<file path="src/rtl/pulse_track_gate_if.sv">
// Pulse/ADC bundle between the pulse source side and the pulse_track_gate tracker.
// The master drives the pulse indication and samples; the slave (the tracker) drives the results.
interface pulse_track_gate_if #(
    parameter int unsigned DW = 12,
    parameter int unsigned CW = 24
);
    logic          en_in;
    logic [DW-1:0] ad_in;
    logic          gate;
    logic          locked;
    logic [DW-1:0] peak_val;
    logic [CW-1:0] peak_pos;
    logic          peak_vld;
    logic          lost;

    modport master (
        output en_in, ad_in,
        input  gate, locked, peak_val, peak_pos, peak_vld, lost
    );

    modport slave (
        input  en_in, ad_in,
        output gate, locked, peak_val, peak_pos, peak_vld, lost
    );
endinterface

</file>
<file path="src/rtl/pulse_track_gate.sv">
// Locks onto a periodic pulse train and then opens an acquisition gate at the end of each period.
// Inside the gate it captures the peak sample, and it trims the period so the peak stays centred.
module pulse_track_gate #(
    parameter int unsigned DW       = 12,
    parameter int unsigned CW       = 24,
    parameter int unsigned PERIOD   = 2_500_000,
    parameter int unsigned TOL      = 50,
    parameter int unsigned MIN_W    = 4,
    parameter int unsigned DELAY    = 750,
    parameter int unsigned GATE_LEN = 2000,
    parameter int unsigned TRIM     = 50,
    parameter int unsigned THRESH   = 150,
    parameter int unsigned MISS_MAX = 3
) (
    input logic              clk,
    input logic              rst,
    pulse_track_gate_if.slave bus
);
    localparam logic [CW-1:0] PerC      = CW'(PERIOD);
    localparam logic [CW-1:0] TolC      = CW'(TOL);
    localparam logic [CW-1:0] ArmMax    = CW'(PERIOD + TOL);
    localparam logic [CW-1:0] GateStart = CW'(PERIOD - GATE_LEN);
    localparam logic [CW-1:0] MidPos    = CW'(PERIOD - GATE_LEN / 2);
    localparam logic [CW-1:0] PerShort  = CW'(PERIOD - TRIM);
    localparam logic [CW-1:0] PerLong   = CW'(PERIOD + TRIM);
    localparam logic [CW-1:0] DelayC    = CW'(DELAY);
    localparam logic [CW-1:0] OneC      = CW'(1);
    localparam logic [7:0]    MinWC     = 8'(MIN_W);
    localparam logic [7:0]    MissMaxC  = 8'(MISS_MAX);
    localparam logic [DW-1:0] ThreshC   = DW'(THRESH);

    typedef enum logic [1:0] {StIdle, StArm, StDelay, StTrack} state_e;

    state_e        state_q, state_d;
    logic          en_q, en_d;
    logic [7:0]    run_q, run_d;
    logic [CW-1:0] cnt_q, cnt_d;
    logic [CW-1:0] phase_q, phase_d;
    logic [CW-1:0] period_q, period_d;
    logic [DW-1:0] max_q, max_d;
    logic [CW-1:0] max_pos_q, max_pos_d;
    logic [DW-1:0] peak_val_q, peak_val_d;
    logic [CW-1:0] peak_pos_q, peak_pos_d;
    logic          peak_vld_q, peak_vld_d;
    logic          lost_q, lost_d;
    logic [7:0]    miss_q, miss_d;

    logic          qual_edge;
    logic [CW-1:0] dev;
    logic          in_win;
    logic          gate_w;
    logic          wrap;

    assign qual_edge = en_q && !bus.en_in && (run_q >= MinWC);
    // Ordered subtraction keeps |interval - PERIOD| from wrapping.
    assign dev       = (cnt_q >= PerC) ? (cnt_q - PerC) : (PerC - cnt_q);
    assign in_win    = (dev <= TolC);
    assign gate_w    = (state_q == StTrack) && (phase_q >= GateStart);
    assign wrap      = (phase_q == period_q - OneC);

    always_comb begin
        state_d    = state_q;
        en_d       = bus.en_in;
        run_d      = bus.en_in ? ((run_q == 8'hff) ? run_q : run_q + 8'd1) : 8'd0;
        cnt_d      = cnt_q;
        phase_d    = phase_q;
        period_d   = period_q;
        max_d      = max_q;
        max_pos_d  = max_pos_q;
        peak_val_d = peak_val_q;
        peak_pos_d = peak_pos_q;
        peak_vld_d = 1'b0;
        lost_d     = 1'b0;
        miss_d     = miss_q;

        // Running max folds in the current sample so the last gate cycle counts at the wrap.
        if (gate_w && phase_q == GateStart) begin
            max_d     = bus.ad_in;
            max_pos_d = phase_q;
        end else if (gate_w && bus.ad_in > max_q) begin
            max_d     = bus.ad_in;
            max_pos_d = phase_q;
        end

        case (state_q)
            StIdle: begin
                if (qual_edge) begin
                    state_d = StArm;
                    cnt_d   = OneC;
                end
            end
            StArm: begin
                if (qual_edge) begin
                    cnt_d = OneC;
                    if (in_win) state_d = StDelay;
                end else if (cnt_q > ArmMax) begin
                    state_d = StIdle;
                    cnt_d   = '0;
                end else begin
                    cnt_d = cnt_q + OneC;
                end
            end
            StDelay: begin
                if (cnt_q >= DelayC) begin
                    state_d  = StTrack;
                    cnt_d    = '0;
                    phase_d  = '0;
                    period_d = PerC;
                    miss_d   = 8'd0;
                end else begin
                    cnt_d = cnt_q + OneC;
                end
            end
            StTrack: begin
                if (wrap) begin
                    phase_d    = '0;
                    peak_val_d = max_d;
                    peak_pos_d = max_pos_d;
                    peak_vld_d = 1'b1;
                    if (max_pos_d < MidPos)      period_d = PerShort;
                    else if (max_pos_d > MidPos) period_d = PerLong;
                    else                         period_d = PerC;
                    if (max_d < ThreshC) begin
                        if (miss_q + 8'd1 >= MissMaxC) begin
                            lost_d  = 1'b1;
                            state_d = StIdle;
                            miss_d  = 8'd0;
                        end else begin
                            miss_d = miss_q + 8'd1;
                        end
                    end else begin
                        miss_d = 8'd0;
                    end
                end else begin
                    phase_d = phase_q + OneC;
                end
            end
            default: state_d = StIdle;
        endcase
    end

    always_ff @(posedge clk) begin
        if (rst) begin
            state_q    <= StIdle;
            en_q       <= 1'b0;
            run_q      <= 8'd0;
            cnt_q      <= '0;
            phase_q    <= '0;
            period_q   <= PerC;
            max_q      <= '0;
            max_pos_q  <= '0;
            peak_val_q <= '0;
            peak_pos_q <= '0;
            peak_vld_q <= 1'b0;
            lost_q     <= 1'b0;
            miss_q     <= 8'd0;
        end else begin
            state_q    <= state_d;
            en_q       <= en_d;
            run_q      <= run_d;
            cnt_q      <= cnt_d;
            phase_q    <= phase_d;
            period_q   <= period_d;
            max_q      <= max_d;
            max_pos_q  <= max_pos_d;
            peak_val_q <= peak_val_d;
            peak_pos_q <= peak_pos_d;
            peak_vld_q <= peak_vld_d;
            lost_q     <= lost_d;
            miss_q     <= miss_d;
        end
    end

    assign bus.gate     = gate_w;
    assign bus.locked   = (state_q == StTrack);
    assign bus.peak_val = peak_val_q;
    assign bus.peak_pos = peak_pos_q;
    assign bus.peak_vld = peak_vld_q;
    assign bus.lost     = lost_q;
endmodule

</file>
<file path="src/flat_wrapper.sv">
// flat-port wrapper written by rule: the top's interface ports become plain ports
module pulse_track_gate_flat 
#(
    parameter int unsigned DW       = 12,
    parameter int unsigned CW       = 24,
    parameter int unsigned PERIOD   = 2_500_000,
    parameter int unsigned TOL      = 50,
    parameter int unsigned MIN_W    = 4,
    parameter int unsigned DELAY    = 750,
    parameter int unsigned GATE_LEN = 2000,
    parameter int unsigned TRIM     = 50,
    parameter int unsigned THRESH   = 150,
    parameter int unsigned MISS_MAX = 3
)
  (clk, rst, bus_en_in, bus_ad_in, bus_gate, bus_locked, bus_peak_val, bus_peak_pos, bus_peak_vld, bus_lost);
  pulse_track_gate_if #(.DW(DW), .CW(CW)) bus_i ();
  input logic clk;
  input logic rst;
  input wire logic [$bits(bus_i.en_in)-1:0] bus_en_in;
  input wire logic [$bits(bus_i.ad_in)-1:0] bus_ad_in;
  output wire logic [$bits(bus_i.gate)-1:0] bus_gate;
  output wire logic [$bits(bus_i.locked)-1:0] bus_locked;
  output wire logic [$bits(bus_i.peak_val)-1:0] bus_peak_val;
  output wire logic [$bits(bus_i.peak_pos)-1:0] bus_peak_pos;
  output wire logic [$bits(bus_i.peak_vld)-1:0] bus_peak_vld;
  output wire logic [$bits(bus_i.lost)-1:0] bus_lost;
  assign bus_i.en_in = bus_en_in;
  assign bus_i.ad_in = bus_ad_in;
  assign bus_gate = bus_i.gate;
  assign bus_locked = bus_i.locked;
  assign bus_peak_val = bus_i.peak_val;
  assign bus_peak_pos = bus_i.peak_pos;
  assign bus_peak_vld = bus_i.peak_vld;
  assign bus_lost = bus_i.lost;
  pulse_track_gate #(.DW(DW), .CW(CW), .PERIOD(PERIOD), .TOL(TOL), .MIN_W(MIN_W), .DELAY(DELAY), .GATE_LEN(GATE_LEN), .TRIM(TRIM), .THRESH(THRESH), .MISS_MAX(MISS_MAX)) u_core (.clk(clk), .rst(rst), .bus(bus_i));
endmodule
</file>
<file path="config.mk">
export PLATFORM = sky130hd
export DESIGN_NAME = pulse_track_gate_flat
export DESIGN_NICKNAME = d
export VERILOG_FILES = /design/src/rtl/pulse_track_gate_if.sv /design/src/rtl/pulse_track_gate.sv /design/src/flat_wrapper.sv
export SDC_FILE = /design/constraint.sdc
export NUM_CORES = 1
export LEC_CHECK = 0
export ABC_AREA = 0
export BUFFER_PORTS_ARGS = -buffer_cell sky130_fd_sc_hd__buf_2
export CAP_MARGIN = 20
export CORE_MARGIN = 10
export CORE_UTILIZATION = 40
export DETAILED_ROUTE_END_ITERATION = 10
export PLACE_DENSITY = 0.56
export SLEW_MARGIN = 10
export SYNTH_ARGS = -nofsm -noshare
export SYNTH_HDL_FRONTEND = slang
export SYNTH_SLANG_ARGS = --single-unit
</file>
<file path="constraint.sdc">
create_clock -name clk -period 3.3 [get_ports clk]
set_clock_uncertainty 0.1 [all_clocks]
set_input_delay 0.165 -clock clk [delete_from_list [all_inputs] [get_ports clk]]
set_output_delay 0.165 -clock clk [all_outputs]
set_load 0.01 [all_outputs]
</file>
======== Word level (Yosys, flattened, before mapping) ========
Index checks and enable logic that the tools add are counted.
W data, S select, Z words.
storage, ports and cells
  flip-flop bits (word level) ............. 165
  bits of input ports ..................... 15
  output and inout bits ................... 40
  logic and storage cells ................. 99
operators by class
  add/sub/neg operators ................... 7
  $lt $le $gt $ge ......................... 11
  eq/ne operators ......................... 13
  multiplexer cells ....................... 34
  bitwise operators ....................... 4
  reduce and logical (&&, ||, !) cells .... 17
operators by type and width
  cell                      count
  $mux W24                  12
  $pmux W24 S2              2
  $pmux W24 S3              1
  $add A24 B1 Y24 const B   2
  $ge A24 B22 Y1 const B    2
  $gt A24 B22 Y1 const B    2
  $mux W8                   4
  $eq A24 B22 Y1 const B    1
  $eq A24 B24 Y1            1
  $ge A24 B10 Y1 const B    1
  $le A24 B6 Y1 const B     1
  $lt A24 B22 Y1 const B    1
  $mux W12                  2
  $sub A22 B24 Y24 const A  1
  $sub A24 B1 Y24 const B   1
  $sub A24 B22 Y24 const B  1
  $add A8 B1 Y8 const B     2
  $mux W2                   8
  $pmux W8 S2               1
  $gt A12 B12 Y1            1
  $lt A12 B8 Y1 const B     1
  $ne A2 B1 Y1 const B      5
  $eq A8 B8 Y1 const B      1
  $ge A8 B2 Y1 const B      1
  19 further kinds          31

======== Longest topological paths before layout ========
  depth after elaboration ................. 10
  mapped depth ............................ 12
  gate-level depth less buffers ........... 11

======== Worst setup path before layout ========
Ideal clock, no wire load.
  path type ............................... register to register
  start ................................... reg u_core.cnt_q[6]
  end ..................................... reg u_core.state_q[0]
  setup time .............................. 0.072 ns
  arrival time ............................ 3.057 ns
  data required time ...................... 3.128 ns
  path slack .............................. 0.072 ns
  stages on the path, launching flop included .. 13
  buffers on the path ..................... 1
  period minus slack after synthesis ...... 3.228 ns
  cells stage by stage .................... dfxtp_1 inv_1 ha_1 clkbuf_1 nand3b_1 a21oi_1 nor3_1 or3b_2 a2111oi_0 o32ai_1 nor4_4 a31o_1 mux2i_1
between the ends
  cells in the longest elaborated chain, start to end .. 5
  elaborated cells on any way between the ends .. 11
  classes of those cells .................. 2 x add/sub; 4 x order compare; 3 x eq/ne; 1 x mux; 1 x reduce/logical
RTL lines
  item                                      RTL line                 text
  start, declared                           pulse_track_gate.sv:37   logic [CW-1:0] cnt_q, cnt_d;
  start signal, assigned                    pulse_track_gate.sv:161  cnt_q <= cnt_d;
  $sub A22 B24 Y24 (tied with other cells)  pulse_track_gate.sv:56   assign dev = (cnt_q >= PerC) ? (cnt_q - PerC) : (PerC - cnt_q);
  $mux W24                                  pulse_track_gate.sv:56
  $le A24 B6 Y1                             pulse_track_gate.sv:57   assign in_win = (dev <= TolC);
  $ne A3 B3 Y1 (no source line)             n/a
  $reduce_and A7 Y1 (no source line) *      n/a
  end signal, assigned                      pulse_track_gate.sv:144  state_q <= StIdle;
  end signal, assigned                      pulse_track_gate.sv:158  state_q <= state_d;
  end, declared                             pulse_track_gate.sv:34   state_e state_q, state_d;
Mark *: on every way between the ends. The rest lies on a longest branch, timed or not.
A chain may end at the register's enable or synchronous reset.

==> run_results.csv <==
group,metric,value,unit
yosys,syn-cell-area,8270,um2
yosys,synth.net_count,1056,
critical_path,arrival,3.37,ns
route,vias_per_cell,5.40,
run,max_cap_violations,0,
placed_design,port_buffers,54,
power_and_ir_drop,powerDensity,387,nW/um2
timing,fin_ws,0.173,ns
global_routing,antenna_found_initial,0,
yosys,async_flop_share,0,
timing,slew_headroom,0.577,
route,first_pass_iters,7,
clock_tree,clkSlewWorstSetupHoldPaths,0.06,ns
final_layout,seqCellArea,2920,um2
route,drtIter0Drc,454,
floorplan,num_rows,52,
yosys,synth-warning-count,0,
global_routing,gr-total-overflow,0,
yosys,synth-seq-area-share,0.353,
timing,worstMarginPinSlew,0.628,ns
timing,whs,0.0359,ns
clock_tree,clock_latency,0.42,ns
global_routing,grt_pass1_wl,37500,um
placed_design,routabilityCongestion,0.887,
final_layout,drive_above_1_share,0.173,
route,wire_per_inst,16.2,um
yosys,postSynthCellCount,1010,
timing,setup_viol,0,
clock_tree,cts_buffer_depth,2,
timing,fmaxAchievable,320,MHz
power_and_ir_drop,ir_drop,0.326,mV
critical_path,critical_path_buf_inv_count,0,
placed_design,hpwlAfterDp,16500,um
critical_path,crit_family,"simple AND/OR/NAND/NOR gates",
yosys,synth-edff-count,0,
critical_path,critPathCaptureType,"flop",
route,wl,22500,um
timing,period_share,0.948,
final_layout,area_delta_synth_final,19.7,%
clock_tree,cts_num_sinks,146,
final_layout,nets,1146,
clock_tree,cts_tree,"built",
floorplan,die_w,164,um
critical_path,crit_chain,"or4_4, nor4_4, a22oi_4, and2_4, nor4_1, o32ai_2, a2111oi_4, a32oi_1, a21oi_1",
placed_design,dp_cells,1338,
route,remaining_drc_errors,0,
timing,fin_crit,3.13,ns
route,antenna_left,0,
critical_path,required,3.54,ns
critical_path,crit_type,"reg -> reg",
timing,slew_viol_final,0,
worst_hold_path,hold_class,"in -> reg",
critical_path,critPathMaxStageDelay,0.61,ns
floorplan,start_util,0.407,
final_layout,nFillCells,2041,
yosys,synth_ff_type,"dfxtp_1",
route,vias,7472,
floorplan,dieArea,26800,um2
floorplan,core_area,20300,um2
placed_design,placed_area,9180,um2
final_layout,n_antenna_cell,0,
final_layout,instances_no_fill,1383,
critical_path,worst-path-max-fanout,10,
power_and_ir_drop,leakagePower,0.00400,uW
yosys,postSynthAreaPerCell,8.19,um2
final_layout,final_area,9900,um2
critical_path,critPathLaunchType,"flop",
floorplan,ios,55,
floorplan,die_y,164,um
final_layout,final_common_cell,"nor2_1",
clock_tree,htreeDepth,4,
placed_design,place_ws,0.0643,ns
timing,finalHoldViolCount,0,
status,outcome,"complete, no violations",
critical_path,critPathSlowestCell,"or4_4",
final_layout,multiInputGateArea,4940,um2
clock_tree,ctsRootBufferMaster,"clkbuf_16",
yosys,yosys.cell_types.count,84,
global_routing,grt_pass1_vias,7275,
global_routing,grt_usage,0.169,
final_layout,mostFrequentLayoutCells,"177 x nor2_1, 145 x dfxtp_1, 68 x buf_4",
clock_tree,numCtsBuffers,17,
global_routing,grt_max_degree,63,
yosys,ys_ff_latch,146,
## logic make-up after synthesis
logic type,synth area share
multiplexers,0.0478
AO/OA/AOI/OAI,0.170
XOR/XNOR,0.0646
flip-flops,0.353
adder cells (fa/ha/maj),0.0469
buffers and inverters,0.0546
AND/OR/NAND/NOR,0.263
## routing by layer
metal / vias up / wire length, um / GRT usage
li1: 3774 / - / -
met1: 3526 / 10300 / 0.213
met2: 153 / 10900 / 0.285
met4: 0 / 238 / 0.0439
met3: 19 / 1010 / 0.0398
met5: - / 0 / 0
## worst reg2reg max path: stages, from the launching register on
cell and delay, ns:
dfxtp_1 0.38, or4_4 0.61, nor4_4 0.36, a22oi_4 0.18, and2_4 0.24, nor4_1 0.36
o32ai_2 0.19, a2111oi_4 0.33, a32oi_1 0.15, a21oi_1 0.16
## final cells by class
type / count / share of cell area
multi-input cells: 752 / 0.499
flip-flops and latches: 146 / 0.295
repair buffers: 136 / 0.0961
clock buffers: 17 / 0.0430
well taps: 270 / 0.0341
inverters: 47 / 0.0178
clock inverters: 15 / 0.0145
## registers in the layout, summed over array words and instances (netlist names), named ones only
register / flops
u_core.bus.peak_val: 12
u_core.miss_q: 8
u_core.bus.lost: 1
u_core.bus.peak_pos: 24
u_core.max_pos_q: 24
u_core.max_q: 12
u_core.en_q: 1
u_core.run_q: 8
u_core.cnt_q: 24
u_core.bus.peak_vld: 1
u_core.state_q: 1
u_core.period_q: 5
u_core.phase_q: 24
## synth_stat cells (4+ instances only)
| cell type | count | share of area |
|---|---|---|
| and3_1 | 17 | 0.013 |
| o32ai_1 | 4 | 0.0042 |
| ha_1 | 31 | 0.047 |
| o31ai_1 | 4 | 0.0036 |
| clkbuf_1 | 44 | 0.020 |
| o21ai_0 | 30 | 0.018 |
| nand4_1 | 26 | 0.020 |
| nor2_1 | 178 | 0.081 |
| nor4_1 | 11 | 0.0083 |
| or3_1 | 6 | 0.0045 |
| xnor2_1 | 34 | 0.036 |
| nor4b_1 | 5 | 0.0053 |
| o211ai_1 | 4 | 0.0036 |
| mux2i_1 | 38 | 0.046 |
| nor3_1 | 31 | 0.019 |
| nand2_1 | 60 | 0.027 |
| or2_2 | 6 | 0.0045 |
| nand2b_1 | 5 | 0.0038 |
| a211oi_1 | 41 | 0.037 |
| buf_2 | 16 | 0.0097 |
| nand4b_1 | 5 | 0.0053 |
| nand3_1 | 32 | 0.019 |
| nor3b_1 | 4 | 0.0036 |
| nor2b_1 | 4 | 0.0030 |
| and4_1 | 4 | 0.0042 |
| a211o_1 | 5 | 0.0053 |
| dfxtp_1 | 146 | 0.35 |
| a31oi_1 | 9 | 0.0068 |
| a21oi_1 | 40 | 0.024 |
| inv_1 | 47 | 0.021 |
| xor2_1 | 27 | 0.029 |
| and2_1 | 9 | 0.0068 |
## worst paths after layout
path | start | slack [ns] | cells after the start | end
worst max-delay path | u_core.cnt_q[20]$_SDFFE_PP0P_ | 0.17 | 9 | flop
worst min-delay path | bus_ad_in[0] | 0.04 | 5 | u_core.max_q[0]$_SDFF_PP0_
worst max register to register | u_core.cnt_q[20]$_SDFFE_PP0P_ | 0.17 | 9 | flop
worst min register to register | u_core.miss_q[7]$_SDFFE_PP0P_ | 0.36 | 2 | u_core.miss_q[7]$_SDFFE_PP0P_
## repair_timing
item / 4_1_cts / 5_1_grt
buffers inserted: 0 / 2
gates resized for setup: 0 / 7
hold endpoints to repair: 11 / 0
endpoints found under the setup margin: 0 / 4
hold buffers: 11 / 0
## report_power, final
part | internal (uW) | total (uW) | switching (uW)
clock network | 1060 | 1910 | 852
logic | 58.6 | 152 | 93.5
registers | 1770 | 1770 | 3.89
## metrics by stage
step	utilization	setup TNS (ns)	power (uW)
floorplan	-	0	1900
global placement	0.452	0	1950
CTS	0.486	0	3880
detailed placement	0.452	0	1950
finish	0.488	0	3840
global route	0.488	-0.0120	3970
No activity file was read; power rests on OpenSTA's default activity.
